[src/rtl/dbg_frame_pkg.sv]
// dbg_frame_pkg: shared types and constants for the debug frame parser
package dbg_frame_pkg;
  typedef enum logic [2:0] {S_IDLE, S_CMD, S_ADDR, S_WDATA, S_WR, S_RD_REQ, S_RD_WAIT, S_TX} state_t;
  localparam logic [7:0] CMD_READ = 8'h01;
  localparam logic [7:0] CMD_WRITE = 8'h02;
  localparam logic [7:0] ESC_CODE_DEFAULT = 8'hB1;
  localparam int RESP_LEN = 4;
endpackage

[src/rtl/dbg_frame_parser.sv]
// dbg_frame_parser: escape-delimited UART command frames into debug register reads/writes
module dbg_frame_parser
  import dbg_frame_pkg::*;
#(
  parameter logic [7:0] ESC_CODE = ESC_CODE_DEFAULT,
  parameter int RD_TIMEOUT = 255
) (
  input  logic        CLK_I,
  input  logic        RST_I,
  input  logic        RX_EMPTY_I,
  input  logic [7:0]  DREC_I,
  output logic        RE_O,
  input  logic        TX_READY_I,
  output logic        WE_O,
  output logic [7:0]  DSEND_O,
  output logic        ESC_DETECTED_O,
  output logic [7:0]  REG_ADDR_O,
  output logic        REG_WE_O,
  output logic [31:0] REG_WDATA_O,
  output logic        REG_RE_O,
  input  logic [31:0] REG_RDATA_I,
  input  logic        REG_RVALID_I,
  output logic        ERR_O
);
  localparam int TW = $clog2(RD_TIMEOUT + 1);
  localparam logic [TW-1:0] TMO_MAX = TW'(RD_TIMEOUT);
  localparam logic [1:0] LAST_BYTE = 2'(RESP_LEN - 1);
  state_t state_q, state_d;
  logic esc_pend_q, esc_pend_d, is_write_q, is_write_d, err_q, err_d, we_prev_q;
  logic [1:0] cnt_q, cnt_d;
  logic [TW-1:0] tmo_q, tmo_d;
  logic [7:0] addr_q, addr_d;
  logic [31:0] wdata_q, wdata_d, rdata_q, rdata_d;
  logic rx_state, in_body, pop, is_esc, cmd_ok, take_cmd, data_ok, we, timed_out;
  assign rx_state = state_q inside {S_IDLE, S_CMD, S_ADDR, S_WDATA};
  assign in_body = state_q inside {S_ADDR, S_WDATA};
  assign pop = rx_state && !RX_EMPTY_I && !RST_I;
  assign is_esc = DREC_I == ESC_CODE;
  assign cmd_ok = DREC_I == CMD_READ || DREC_I == CMD_WRITE;
  // a non-ESC byte after a pending ESC aborts the frame and is reused as the next CMD
  assign take_cmd = pop && !is_esc && (state_q == S_CMD || (in_body && esc_pend_q));
  assign data_ok = pop && in_body && (esc_pend_q == is_esc);
  assign we = state_q == S_TX && TX_READY_I && !we_prev_q;
  assign timed_out = state_q == S_RD_WAIT && !REG_RVALID_I && tmo_q == TMO_MAX;
  always_ff @(posedge CLK_I) begin
    if (RST_I) state_q <= S_IDLE;
    else state_q <= state_d;
  end
  always_comb begin
    state_d = state_q;
    if (take_cmd) state_d = cmd_ok ? S_ADDR : S_IDLE;
    else case (state_q)
      S_IDLE:    state_d = (pop && is_esc) ? S_CMD : S_IDLE;
      S_ADDR:    if (data_ok) state_d = is_write_q ? S_WDATA : S_RD_REQ;
      S_WDATA:   if (data_ok && cnt_q == 2'd3) state_d = S_WR;
      S_WR:      state_d = S_IDLE;
      S_RD_REQ:  state_d = S_RD_WAIT;
      S_RD_WAIT: state_d = REG_RVALID_I ? S_TX : timed_out ? S_IDLE : S_RD_WAIT;
      S_TX:      if (we && cnt_q == LAST_BYTE) state_d = S_IDLE;
      default:   state_d = state_q;
    endcase
  end
  always_comb begin
    esc_pend_d = in_body && (pop ? is_esc && !esc_pend_q : esc_pend_q);
    is_write_d = (take_cmd && cmd_ok) ? DREC_I == CMD_WRITE : is_write_q;
    err_d = err_q || (take_cmd && !cmd_ok) || timed_out;
    addr_d = (state_q == S_ADDR && data_ok) ? DREC_I : addr_q;
    cnt_d = cnt_q;
    if ((state_q == S_ADDR && data_ok) || (state_q == S_RD_WAIT && REG_RVALID_I)) cnt_d = 2'd0;
    else if ((state_q == S_WDATA && data_ok) || we) cnt_d = (cnt_q == 2'd3) ? cnt_q : cnt_q + 2'd1;
    wdata_d = wdata_q;
    if (state_q == S_WDATA && data_ok) wdata_d[8*cnt_q +: 8] = DREC_I;
    tmo_d = (state_q == S_RD_REQ) ? '0 : (state_q == S_RD_WAIT && tmo_q != TMO_MAX) ? tmo_q + TW'(1) : tmo_q;
    rdata_d = (state_q == S_RD_WAIT && REG_RVALID_I) ? REG_RDATA_I : rdata_q;
  end
  always_ff @(posedge CLK_I) begin
    if (RST_I) begin
      esc_pend_q <= 1'b0;
      is_write_q <= 1'b0;
      err_q <= 1'b0;
      we_prev_q <= 1'b0;
      cnt_q <= '0;
      tmo_q <= '0;
      addr_q <= '0;
      wdata_q <= '0;
      rdata_q <= '0;
    end else begin
      esc_pend_q <= esc_pend_d;
      is_write_q <= is_write_d;
      err_q <= err_d;
      we_prev_q <= we;
      cnt_q <= cnt_d;
      tmo_q <= tmo_d;
      addr_q <= addr_d;
      wdata_q <= wdata_d;
      rdata_q <= rdata_d;
    end
  end
  always_comb begin
    RE_O = pop;
    WE_O = we;
    DSEND_O = we ? rdata_q[8*cnt_q +: 8] : 8'h00;
    ESC_DETECTED_O = state_q inside {S_CMD, S_ADDR, S_WDATA} || (state_q == S_IDLE && esc_pend_q);
    REG_WE_O = state_q == S_WR;
    REG_RE_O = state_q == S_RD_REQ;
    REG_ADDR_O = addr_q;
    REG_WDATA_O = wdata_q;
    ERR_O = err_q;
  end
endmodule

[config.mk]
export PLATFORM = sky130hd
export DESIGN_NAME = dbg_frame_parser
export DESIGN_NICKNAME = d
export VERILOG_FILES = /design/src/rtl/dbg_frame_pkg.sv /design/src/rtl/dbg_frame_parser.sv
export SDC_FILE = /design/constraint.sdc
export NUM_CORES = 1
export LEC_CHECK = 0
export BUFFER_PORTS_ARGS = -buffer_cell sky130_fd_sc_hd__buf_2
export CELL_PAD_IN_SITES_DETAIL_PLACEMENT = 1
export CELL_PAD_IN_SITES_GLOBAL_PLACEMENT = 1
export CORE_MARGIN = 2
export CORE_UTILIZATION = 35
export CTS_CLUSTER_SIZE = 25
export DETAILED_ROUTE_END_ITERATION = 8
export PLACE_DENSITY = 0.72
export SYNTH_ARGS = -nofsm -noshare
export SYNTH_HDL_FRONTEND = slang
export SYNTH_SLANG_ARGS = --single-unit
[constraint.sdc]
create_clock -name CLK_I -period 2.09 [get_ports CLK_I]
set_input_delay 0.1045 -clock CLK_I [delete_from_list [all_inputs] [get_ports CLK_I]]
set_output_delay 0.1045 -clock CLK_I [all_outputs]
set_load 0.1 [all_outputs]
# Word level (Yosys, flattened, before mapping)
# Index checks and enable logic that the tools add are counted.
dict set report totals {
  register_bits 89
  latchBits 0
  mem_bits_rw 0
  romBits 0
  in_bits 45
  elab_cells 93
  memories 0
}
dict set report op_classes {
  add_sub_neg 3
  n_mul 0
  div 0
  n_lt_le_gt_ge 0
  eq_ne 17
  shifts 3
  n_mux 13
  bitwise 1
  reduce_logical 46
}
# cell n
set ops {}
lappend ops {{$neg 5->34} 1}
lappend ops {{$shift 8x34->32 const A} 1}
lappend ops {{$shiftx 8x34->32} 1}
lappend ops {{$bwmux 32} 1}
lappend ops {{$shiftx 32x6->8} 1}
lappend ops {{$logic_and 1x1->1} 23}
lappend ops {{$mux 3} 7}
lappend ops {{$pmux 3 s7} 1}
lappend ops {{$eq 8x8->1 const B} 2}
lappend ops {{$eq 3x3->1 const B} 4}
lappend ops {{$add 8x1->8 const B} 1}
lappend ops {{$eq 8x1->1 const B} 1}
lappend ops {{$eq 8x2->1 const B} 1}
lappend ops {{$mux 8} 1}
lappend ops {{$ne 8x8->1 const B} 1}
lappend ops {{$reduce_bool 8->1} 1}
lappend ops {{$logic_not 1->1} 7}
lappend ops {{$logic_or 1x1->1} 7}
lappend ops {{$eq 3x2->1 const B} 2}
lappend ops {{$ne 3x3->1 const B} 2}
lappend ops {{$reduce_and 4->1} 1}
lappend ops {{$reduce_bool 4->1} 1}
lappend ops {{$reduce_or 2->1} 2}
lappend ops {{$eq 3x1->1 const B} 1}
lappend ops {{other kinds (11)} 12}

# Longest topological paths before layout
# Gate-level depths: netlist of the first run.
dict set report logic_depth {
  word_depth 10
  depth_mapped 11
  depth_no_buf 8
}

# Least setup slack after synthesis of the first run
# OpenSTA, ideal clock, no wires.
dict set report synth_timing {
  path_kind {register to register}
  from {reg state_q[2]}
  to {reg addr_q[0] (netlist: REG_ADDR_O[0])}
  setup_time_ps 128
  arrival_ps 3415
  required_ps 1962
  slack_ps -1452
  path_stages_with_launch 6
  n_path_buf 1
  path_cell_list {dfxtp_1 -> nor3_1 -> and3_1 -> buf_2 -> mux2i_1 -> nor2_1}
}
dict set report synth_via {
  elab_chain_cells 7
}
# element line
set synth_rtl {}
lappend synth_rtl {{start, declared} dbg_frame_parser.sv:28} ;# state_t state_q, state_d;
lappend synth_rtl {{start signal, assigned} dbg_frame_parser.sv:47} ;# else state_q <= state_d;
lappend synth_rtl {{$eq 3x1->1 (tied with other cells)} dbg_frame_parser.sv:35} ;# assign rx_state = state_q inside {S_IDLE, S_CMD, S_ADDR, S_WDATA};
lappend synth_rtl {{$reduce_bool 4->1 (*)} dbg_frame_parser.sv:35}
lappend synth_rtl {{$logic_and 1x1->1 (*) (2 in a row)} dbg_frame_parser.sv:37} ;# assign pop = rx_state && !RX_EMPTY_I && !RST_I;
lappend synth_rtl {{net RE_O} dbg_frame_parser.sv:12} ;# output logic RE_O,
lappend synth_rtl {{$logic_and 1x1->1 (*) (2 in a row)} dbg_frame_parser.sv:42} ;# assign data_ok = pop && in_body && (esc_pend_q == is_esc);
lappend synth_rtl {{$logic_and 1x1->1 (*)} dbg_frame_parser.sv:67} ;# addr_d = (state_q == S_ADDR && data_ok) ? DREC_I : addr_q;
lappend synth_rtl {{end signal, assigned} dbg_frame_parser.sv:94} ;# addr_q <= addr_d;
lappend synth_rtl {{end, declared} dbg_frame_parser.sv:32} ;# logic [7:0] addr_q, addr_d;
# Mark *: on every way through the listed nets, which the timed path passes. The rest lies on a longest branch.
# A chain may end at the register's enable or synchronous reset.

# Worst setup path in the final report of the first run
dict set report layout_timing {
  from {reg state_q[2]}
  to {out REG_RE_O}
}
dict set report layout_via {
  elab_chain_cells 1
}
# element line
set layout_rtl {}
lappend layout_rtl {{$eq 3x3->1} dbg_frame_parser.sv:105} ;# REG_RE_O = state_q == S_RD_REQ;
lappend layout_rtl {{end, declared} dbg_frame_parser.sv:20} ;# output logic REG_RE_O,
# No other way between the ends.

==> results of run 1 <==
synth_stat cells, types with 3 or more instances:
library cell,n,area share
nand3_1,37,0.047
a21oi_1,71,0.090
clkbuf_1,15,0.014
xnor2_1,6,0.013
ha_1,7,0.022
nor2b_1,9,0.014
and3_1,3,0.0047
nand2_1,106,0.10
dfxtp_1,89,0.45
buf_2,11,0.014
xor2_1,3,0.0066
nor2_1,26,0.025
inv_1,11,0.010
and2_1,5,0.0079
nor3_1,5,0.0063
mux4_2,8,0.045
nor3b_1,4,0.0076
mux2i_1,11,0.028
nor4_1,3,0.0047
nand2b_1,3,0.0047
through the flow:
step	std cells	util	area, um2
2_1_floorplan	470	-	3984
3_3_place_gp	703	0.4429	4843
3_5_place_dp	703	0.4429	4843
4_1_cts	723	0.4786	5234
5_1_grt	723	0.4794	5243
6_report	723	0.4794	5243
kinds of logic (layout without fill, tap and decap cells):
kind of cell | after synthesis | count (layout) | synth area share
simple gates | 214 | 214 | 0.2585
compound gates | 91 | 91 | 0.1275
flops | 89 | 89 | 0.4495
buf+inv | 41 | 154 | 0.04924
mux | 19 | 19 | 0.07323
xor+xnor | 9 | 9 | 0.01989
fa+ha+maj | 7 | 7 | 0.02209
worst paths after layout:
path         depth (start not counted)       startpoint               to
max                                  4       state_q[2]         REG_RE_O
min                                  3  REG_RDATA_I[15]      rdata_q[15]
max reg2reg                          7       esc_pend_q  REG_WDATA_O[20]
min reg2reg                          2      rdata_q[20]      rdata_q[20]
state kept, by name (all words and copies together) (netlist names):
signal	count
rdata_q	32
state_q	3
REG_WDATA_O	32
esc_pend_q	1
we_prev_q	1
ERR_O	1
is_write_q	1
tmo_q	8
REG_ADDR_O	8
cnt_q	2
where the power goes:
part | internal [mW] | leakage (nW) | switching (mW)
combinational | 0.172 | 1.13 | 0.414
clock | 1.15 | 0.157 | 0.649
sequential | 1.73 | 0.718 | 0.0470
worst max-delay path, stage by stage, from the launching register on:
cell,delay [ns]
dfxtp_1,0.58
inv_1,0.15
buf_4,0.19
nor2_1,0.13
buf_2,0.45
cells in the final DEF, fill, tap and decap left out, types with 2 or more instances in the layout:
cell type,count
mux4_2,8
nand4_1,2
nor4b_2,2
ha_1,7
dlygate4sd3_1,7
o211ai_1,2
nor2b_1,9
o311ai_1,2
and3_1,2
a31oi_1,2
buf_12,11
o31ai_1,2
nand3_1,37
mux2i_1,11
a21oi_1,70
dfxtp_2,2
clkbuf_16,9
o21ai_0,2
nand2_1,106
buf_2,89
nor4_1,3
o21ai_1,2
inv_1,11
nand2b_1,3
nor3_4,2
buf_4,23
nor3b_1,4
nor3_1,3
dfxtp_1,87
and2_2,4
nor2_1,26
bufinv_16,3
xnor2_1,6
xor2_1,3
what timing repair did:
item / CTS / global route
endpoints found under the hold margin: 7 / 0
resized for setup: 0 / 7
hold buffers: 7 / 0
endpoints found under the setup margin: 0 / 35
layout make-up:
class / count / area, um2
clock inverters: 4 / 95.09
repair buffers: 130 / 908.4
clock buffers: 9 / 225.2
fillers: 1330 / 5693
multi-input cells: 340 / 2013
well taps: 140 / 175.2
inverters: 11 / 41.29
flip-flops and latches: 89 / 1784
per-layer routing:
| layer | track usage | vias to the layer above |
|---|---|---|
| met3 | 0.03183 | 12 |
| met5 | 0 | - |
| met1 | 0.2565 | 1788 |
| li1 | - | 1827 |
| met2 | 0.3325 | 66 |
| met4 | 0.06583 | 0 |
==> key figures, run 1 <==
Logic synthesis
  • Number of synthesized flops with an enable pin: 0
  • Sequential-to-total area share from yosys stat: 0.4495
  • Post-synth top flop: dfxtp_1
  • Ys Warns: 0
  • Yosys cell types: 48
  • Cell count after synthesis: 470
  • Ys async rst share: 0
  • Cell Area, Synth: roughly 4000 um2
  • Synth Register Bits: 89
  • Avg Cell Area, Syn: approximately 8.4 um2
  • Synthesized net count: between 500 and 600

Power and ir drop
  • Pleak: ~2.0 nW
  • Final Total Pwr: just over 4 mW
  • Cell Pwr Density: about 790 nW/um2
  • Worst vdd ir: between 0.0003 and 0.0004 V

Setup path
  • Crit path DAT: roughly 1.9 ns
  • Worst R2R Setup Slack: between 0.15 and 0.2 ns
  • Worst path required time: about 2.0 ns
  • Worst setup EP type: output pin
  • Critical path fanouts, max: 10
  • Crit path kind: reg -> out
  • Startpoint types: register

CTS
  • Clock Sinks: 89
  • H-tree levels: 3
  • CTS buffer count: 9
  • Number of setup buffers added after CTS: 0
  • Root Driver: clkbuf_16
  • CTS tree: done
  • Worst-path clk slew: ~0.060 ns
  • CTS Buffer Depth: 2
  • Worst-Skew Late Latency: 0.34 ns

Floorplanning
  • Rows: 38
  • Die X: ~110 um
  • # IOs: approximately 100
  • Core area: 10940 um2
  • Chip height: 110.4 um
  • Initial Utilization: 0.3625
  • DIE AREA: between 10000 and 15000 um2

Finish
  • Layout Area Growth over Synthesis: 32.26%
  • Ant diodes: 0
  • Fin nets: approximately 630
  • Layout cells sized above 1: 0.2762

Routing
  • Antenna Nets Post-Route: 0
  • Met3 WL: between 300 and 400 um
  • Drt via density: 5.108
  • Routed WL per cell: 16.17 um
  • Initial drt markers: approximately 120
  • Routed WL: approximately 12000 um
  • Max Used Layer: met4
  • Met2 wire length: 5784 um
  • M1 WL: around 5400 um
  • Pre-antenna DRT Iters: 4
  • DR DRC count: 0
  • Vias: about 3700

GRT
  • GRT overflow: 0
  • Number of global-route vias before repair: ~3900
  • Initial antenna violation count: 0
  • First-pass GRT wire length: 19710 um
  • Tot GR Track Use: 0.1969
  • Largest net degree at the start of global routing: 47

STA
  • Unrepaired setup endpoints after global routing: false
  • Slew @ Worst Pin: roughly 0.67 ns
  • Achievable frequency: 512.6 MHz
  • Hold Violations, Final: 0
  • Tmin final: 1.951 ns
  • Slew margin rel.: 0.5516
  • Setup ws final: 0.1393 ns
  • Max-slew violations: 0
  • Hold WS: roughly 0.0086 ns
  • Final period util: 0.9334
  • Post-route setup TNS: 0 ns
  • Clk_skew: approximately 0.0067 ns
  • Final setup fails: 0

Flow run
  • Max-cap violations: 0

Placement
  • HPWL Detailed: between 8000 and 9000 um
  • Port Buffers: 98
  • GPL Wtd Cong: 0.7928
  • Dpl ws: -0.1938 ns

Min path
  • Worst hold path class: in -> reg

Outcome
  • Status: completed
Power figures use the tool's default switching activity.
==> run 2: changes to the inputs <==
--- a/config.mk
+++ b/config.mk
@@ -12,7 +12,9 @@
 export CORE_UTILIZATION = 35
 export CTS_CLUSTER_SIZE = 25
 export DETAILED_ROUTE_END_ITERATION = 8
+export MAX_ROUTING_LAYER = met4
 export PLACE_DENSITY = 0.72
+export SETUP_SLACK_MARGIN = 0.2
 export SYNTH_ARGS = -nofsm -noshare
 export SYNTH_HDL_FRONTEND = slang
 export SYNTH_SLANG_ARGS = --single-unit
==> key figures, run 2 (synthesis results as in run 1) <==
Setup path
  • Crit path kind: reg -> reg (was reg -> out)
  • Worst setup EP type: register (was output pin)
  • Startpoint types: register (unchanged)
  • Critical path fanouts, max: 8 (was 10)
  • Crit path DAT: 2.11 ns (was 1.85 ns)
  • Worst path required time: 2.35 ns (was 1.99 ns)

Finish
  • Ant diodes: 0 (unchanged)
  • Filler cell count: 1345 (was 1330)
  • Layout Area Growth over Synthesis: 32.04% (was 32.26%)
  • Most frequent cells in the layout: nand2_1 (103), buf_2 (88), dfxtp_1 (84) (was nand2_1 (106), buf_2 (89), dfxtp_1 (87))
  • Most common cell after layout, fill and taps aside: nand2_1 (unchanged)
  • Layout Cell Area excl Fill: 5234 um2 (was 5243 um2)
  • Layout cells sized above 1: 0.3002 (was 0.2762)
  • Final Core Density: 0.4786 (was 0.4794)
  • Fin nets: 630 (was 633)

Outcome
  • Status: completed (unchanged)

CTS
  • Clock Sinks: 89 (unchanged)
  • CTS tree: done (unchanged)
  • CTS buffer count: 9 (unchanged)
  • Worst-Skew Late Latency: 0.34 ns (about the same)
  • Worst-path clk slew: 0.06 ns (about the same)
  • CTS Buffer Depth: 2 (unchanged)
  • H-tree levels: 3 (unchanged)
  • Root Driver: clkbuf_16 (unchanged)

Routing
  • Drt via density: 5.142 (was 5.108)
  • DR DRC count: 0 (unchanged)
  • Vias: 3718 (was 3693)
  • Routed WL: 11890 um (was 11690 um)
  • Antenna Nets Post-Route: 0 (unchanged)
  • Initial drt markers: 144 (was 115)
  • Pre-antenna DRT Iters: 4 (unchanged)
  • Routed WL per cell: 16.45 um (was 16.17 um)

STA
  • Post-route setup TNS: 0 ns (unchanged)
  • Slew margin rel.: 0.5555 (was 0.5516)
  • Max-slew violations: 0 (unchanged)
  • Final period util: 0.8815 (was 0.9334)
  • Final setup fails: 0 (unchanged)
  • Hold Violations, Final: 0 (unchanged)
  • Achievable frequency: 542.8 MHz (was 512.6 MHz)
  • Slew @ Worst Pin: 0.6667 ns (was 0.6726 ns)
  • Hold WS: 0.007397 ns (was 0.008582 ns)
  • Clk_skew: 0.004662 ns (was 0.006716 ns)
  • Tmin final: 1.842 ns (was 1.951 ns)
  • Unrepaired setup endpoints after global routing: true (was false)

Power and ir drop
  • Cell Pwr Density: 762.4 nW/um2 (was 792.6 nW/um2)
  • Worst vdd ir: 0.0004974 V (was 0.0003941 V)
  • Pleak: 1.999 nW (was 2.010 nW)

GRT
  • Tot GR Track Use: 0.2031 (was 0.1969)
  • GRT overflow: 0 (unchanged)
  • First-pass GRT wire length: 19820 um (was 19710 um)
  • Number of global-route vias before repair: 4001 (was 3926)
  • Largest net degree at the start of global routing: 63 (was 47)
  • Initial antenna violation count: 0 (unchanged)

Floorplanning
  • Chip height: 110.4 um (unchanged)
  • Core area: 10940 um2 (unchanged)
  • Rows: 38 (unchanged)
  • Die X: 110.4 um (unchanged)
  • DIE AREA: 12190 um2 (unchanged)
  • Initial Utilization: 0.3625 (unchanged)
  • # IOs: 99 (unchanged)

Placement
  • Port Buffers: 98 (unchanged)
  • GPL Wtd Cong: 0.7671 (was 0.7928)
  • HPWL Detailed: 8273 um (was 8257 um)
  • Placement Cell Area: 4703 um2 (was 4843 um2)

Flow run
  • Max-cap violations: 0 (unchanged)

Min path
  • Worst hold path class: in -> reg (unchanged)
-- run 2: stage by stage --
stage / power [mW] / instances / setup WS [ns]
final: 3.990 / 723 / 0.2476
after global routing: 4.152 / 723 / 0.1696
after CTS: 4.020 / 720 / 0.1872
after detailed placement: 2.376 / 696 / -0.1251
after global placement: 2.363 / 696 / -0.01346
after floorplan: 2.219 / 470 / -0.3964
-- run 2: power breakdown --
group          total (mW)  switching [mW]  internal (mW)
clock network        1.62           0.663          0.960
registers            1.80          0.0736           1.73
logic               0.566           0.396          0.171
total                3.99            1.13           2.86
-- run 2: critical path, stage by stage (launching register included) --
cell     delay [ns]
dfxtp_4        0.36
inv_1          0.19
ha_1           0.36
nor3b_2        0.53
nand3_1        0.17
a21oi_1        0.16
-- run 2: final timing paths --
path	slack (ns)	cells after the start	to	startpoint
worst max-delay path	0.25	5	REG_WDATA_O[2]	cnt_q[0]
worst min-delay path	0.007	3	rdata_q[1]	REG_RDATA_I[1]
worst max register to register	0.25	5	REG_WDATA_O[2]	cnt_q[0]
worst min register to register	0.45	2	rdata_q[19]	rdata_q[19]
-- run 2: repair_timing --
action / CTS / global route
setup buffers: 0 / 3
gates resized for setup: 24 / 21
endpoints found under the hold margin: 8 / 0
pin swaps: 0 / 2
endpoints found under the setup margin: 45 / 48
hold buffers: 8 / 0
-- run 2: final cells by class --
| type | instances | area, um2 | share of cell area |
|---|---|---|---|
| clock buffers | 12 | 246.5 | 0.04710 |
| well taps | 140 | 175.2 | 0.03347 |
| repair buffers | 127 | 820.8 | 0.1568 |
| inverters | 11 | 41.29 | 0.007889 |
| multi-input cells | 340 | 2105 | 0.4021 |
| clock inverters | 4 | 52.55 | 0.01004 |
| flip-flops and latches | 89 | 1793 | 0.3426 |
-- run 2: routing by layer --
metal	GRT usage	up-vias	wire length (um)
met3	0.04116	13	349
met1	0.2502	1817	5450
met5	-	-	0
met4	0.05250	0	123
li1	-	1825	-
met2	0.3415	63	5968
==> run 3: changes to the inputs <==
--- a/config.mk
+++ b/config.mk
@@ -10,10 +10,11 @@
 export CELL_PAD_IN_SITES_GLOBAL_PLACEMENT = 1
 export CORE_MARGIN = 2
 export CORE_UTILIZATION = 35
-export CTS_CLUSTER_SIZE = 25
+export CTS_CLUSTER_SIZE = 16
 export DETAILED_ROUTE_END_ITERATION = 8
 export MAX_ROUTING_LAYER = met4
 export PLACE_DENSITY = 0.72
+export RECOVER_POWER = 25
 export SETUP_SLACK_MARGIN = 0.2
 export SYNTH_ARGS = -nofsm -noshare
 export SYNTH_HDL_FRONTEND = slang
==> key figures, run 3 (synthesis results as in run 1) <==
Outcome
  • Status: completed (unchanged)

Floorplanning
  • # IOs: 99 (unchanged)
  • Rows: 38 (unchanged)
  • Die X: 110.4 um (unchanged)
  • Core area: 10940 um2 (unchanged)
  • Chip height: 110.4 um (unchanged)
  • Initial Utilization: 0.3625 (unchanged)
  • DIE AREA: 12190 um2 (unchanged)

Finish
  • Ant diodes: 0 (unchanged)
  • Most common cell after layout, fill and taps aside: nand2_1 (unchanged)
  • Most frequent cells in the layout: nand2_1 (103), dfxtp_1 (84), a21oi_1 (67) (was nand2_1 (103), buf_2 (88), dfxtp_1 (84))
  • Layout Area Growth over Synthesis: 31.00% (was 32.04%)
  • Fin cells: 723 (unchanged)
  • Layout cells sized above 1: 0.2436 (was 0.3002)
  • Fin nets: 630 (unchanged)
  • Filler cell count: 1358 (was 1345)

GRT
  • Initial antenna violation count: 0 (unchanged)
  • Largest net degree at the start of global routing: 63 (unchanged)
  • Tot GR Track Use: 0.2031 (unchanged)
  • First-pass GRT wire length: 19820 um (unchanged)
  • GRT overflow: 0 (unchanged)
  • Number of global-route vias before repair: 4001 (unchanged)

Placement
  • Port Buffers: 98 (unchanged)
  • GPL Wtd Cong: 0.7671 (unchanged)
  • Dpl cells: 696 (unchanged)
  • HPWL Detailed: 8273 um (unchanged)

CTS
  • Worst-path clk slew: 0.06 ns (about the same)
  • H-tree levels: 3 (unchanged)
  • CTS buffer count: 9 (unchanged)
  • CTS Buffer Depth: 2 (unchanged)
  • Clock Sinks: 89 (unchanged)
  • Worst-Skew Late Latency: 0.34 ns (about the same)
  • CTS tree: done (unchanged)
  • Root Driver: clkbuf_16 (unchanged)

Power and ir drop
  • Worst vdd ir: 0.0004957 V (was 0.0004974 V)
  • Pleak: 1.853 nW (was 1.999 nW)
  • Final Total Pwr: 3.991 mW (was 3.990 mW)
  • Cell Pwr Density: 768.6 nW/um2 (was 762.4 nW/um2)

STA
  • Final period util: 0.8809 (was 0.8815)
  • Clk_skew: 0.004805 ns (was 0.004662 ns)
  • Max-slew violations: 0 (unchanged)
  • Tmin final: 1.841 ns (was 1.842 ns)
  • Achievable frequency: 543.1 MHz (was 542.8 MHz)
  • Slew @ Worst Pin: 1.185 ns (was 0.6667 ns)
  • Slew margin rel.: 0.2134 (was 0.5555)
  • Final setup fails: 0 (unchanged)
  • Unrepaired setup endpoints after global routing: true (unchanged)
  • Hold Violations, Final: 0 (unchanged)

Setup path
  • Startpoint types: register (unchanged)
  • Worst R2R Setup Slack: 0.25 ns (about the same)
  • Worst setup EP type: register (unchanged)
  • Critical path fanouts, max: 8 (unchanged)
  • Crit-path max cell delay: 0.53 ns (about the same)
  • Crit path DAT: 2.11 ns (about the same)
  • Crit path kind: reg -> reg (unchanged)
  • CP Cell Sequence: inv_1, ha_1, nor3b_2, nand3_1, a21oi_1 (unchanged)
  • Worst path required time: 2.35 ns (about the same)
  • Worst path slowest cell: nor3b_2 (unchanged)

Routing
  • Vias: 3734 (was 3718)
  • Pre-antenna DRT Iters: 4 (unchanged)
  • Antenna Nets Post-Route: 0 (unchanged)
  • Routed WL per cell: 16.49 um (was 16.45 um)
  • Routed WL: 11920 um (was 11890 um)
  • Initial drt markers: 157 (was 144)
  • Drt via density: 5.165 (was 5.142)
  • DR DRC count: 0 (unchanged)

Min path
  • Worst hold path class: in -> reg (unchanged)

Flow run
  • Max-cap violations: 0 (unchanged)
[run 3: repair_timing]
item                                   CTS  global route
setup endpoints to repair               45            48
hold buffers                             8             0
buffers inserted                         0             3
resized for setup                       24            21
pin swaps                                0             2
endpoints found under the hold margin    8             0
[run 3: power by group]
group / internal, mW / switching (mW)
Sequential: 1.73 / 0.0744
Clock: 0.960 / 0.668
Combinational: 0.168 / 0.393
[run 3: worst paths after layout]
kind	from	end	depth (start not counted)
setup / recovery	cnt_q[0]	REG_WDATA_O[2]	5
hold / removal	REG_RDATA_I[1]	rdata_q[1]	3
setup reg to reg	cnt_q[0]	REG_WDATA_O[2]	5
hold reg to reg	rdata_q[19]	rdata_q[19]	2
[run 3: routing by layer]
metal	up-vias	routed length (um)	GRT usage
li1	1828	-	-
met1	1828	5445	0.2502
met2	65	6002	0.3415
met3	13	352	0.04116
met4	0	123	0.05250
met5	-	0	-
[run 3: cell type report]
cell class / count / area, um2 / area share
Clock inverter: 4 / 52.55 / 0.01012
Tap cell: 140 / 175.2 / 0.03373
Sequential cell: 89 / 1793 / 0.3453
Clock buffer: 12 / 246.5 / 0.04747
Timing Repair Buffer: 127 / 779.5 / 0.1501
Multi-Input combinational cell: 340 / 2105 / 0.4053
Inverter: 11 / 41.29 / 0.007952
[run 3: through the flow]
step                      setup TNS (ns)  hold WS, ns  worst slack [ns]  cell area, um2    util
after global routing                   0      0.01295            0.1696            5192  0.4748
after CTS                              0    0.0006904            0.1872            5140  0.4700
after global placement           -0.1113       0.3461          -0.01346            4703  0.4301
after detailed placement          -2.430       0.3542           -0.1251            4703  0.4301
after floorplan                   -3.171       0.2405           -0.3964            4054       -
final                                  0     0.008031            0.2489            5192  0.4748
[run 3: worst max-delay path: cells and delay by family (launching register included)]
kind	cells	cell delay [ns]
flops	1	0.36
buf+inv	1	0.19
fa+ha+maj	1	0.36
compound gates	1	0.16
simple gates	2	0.70
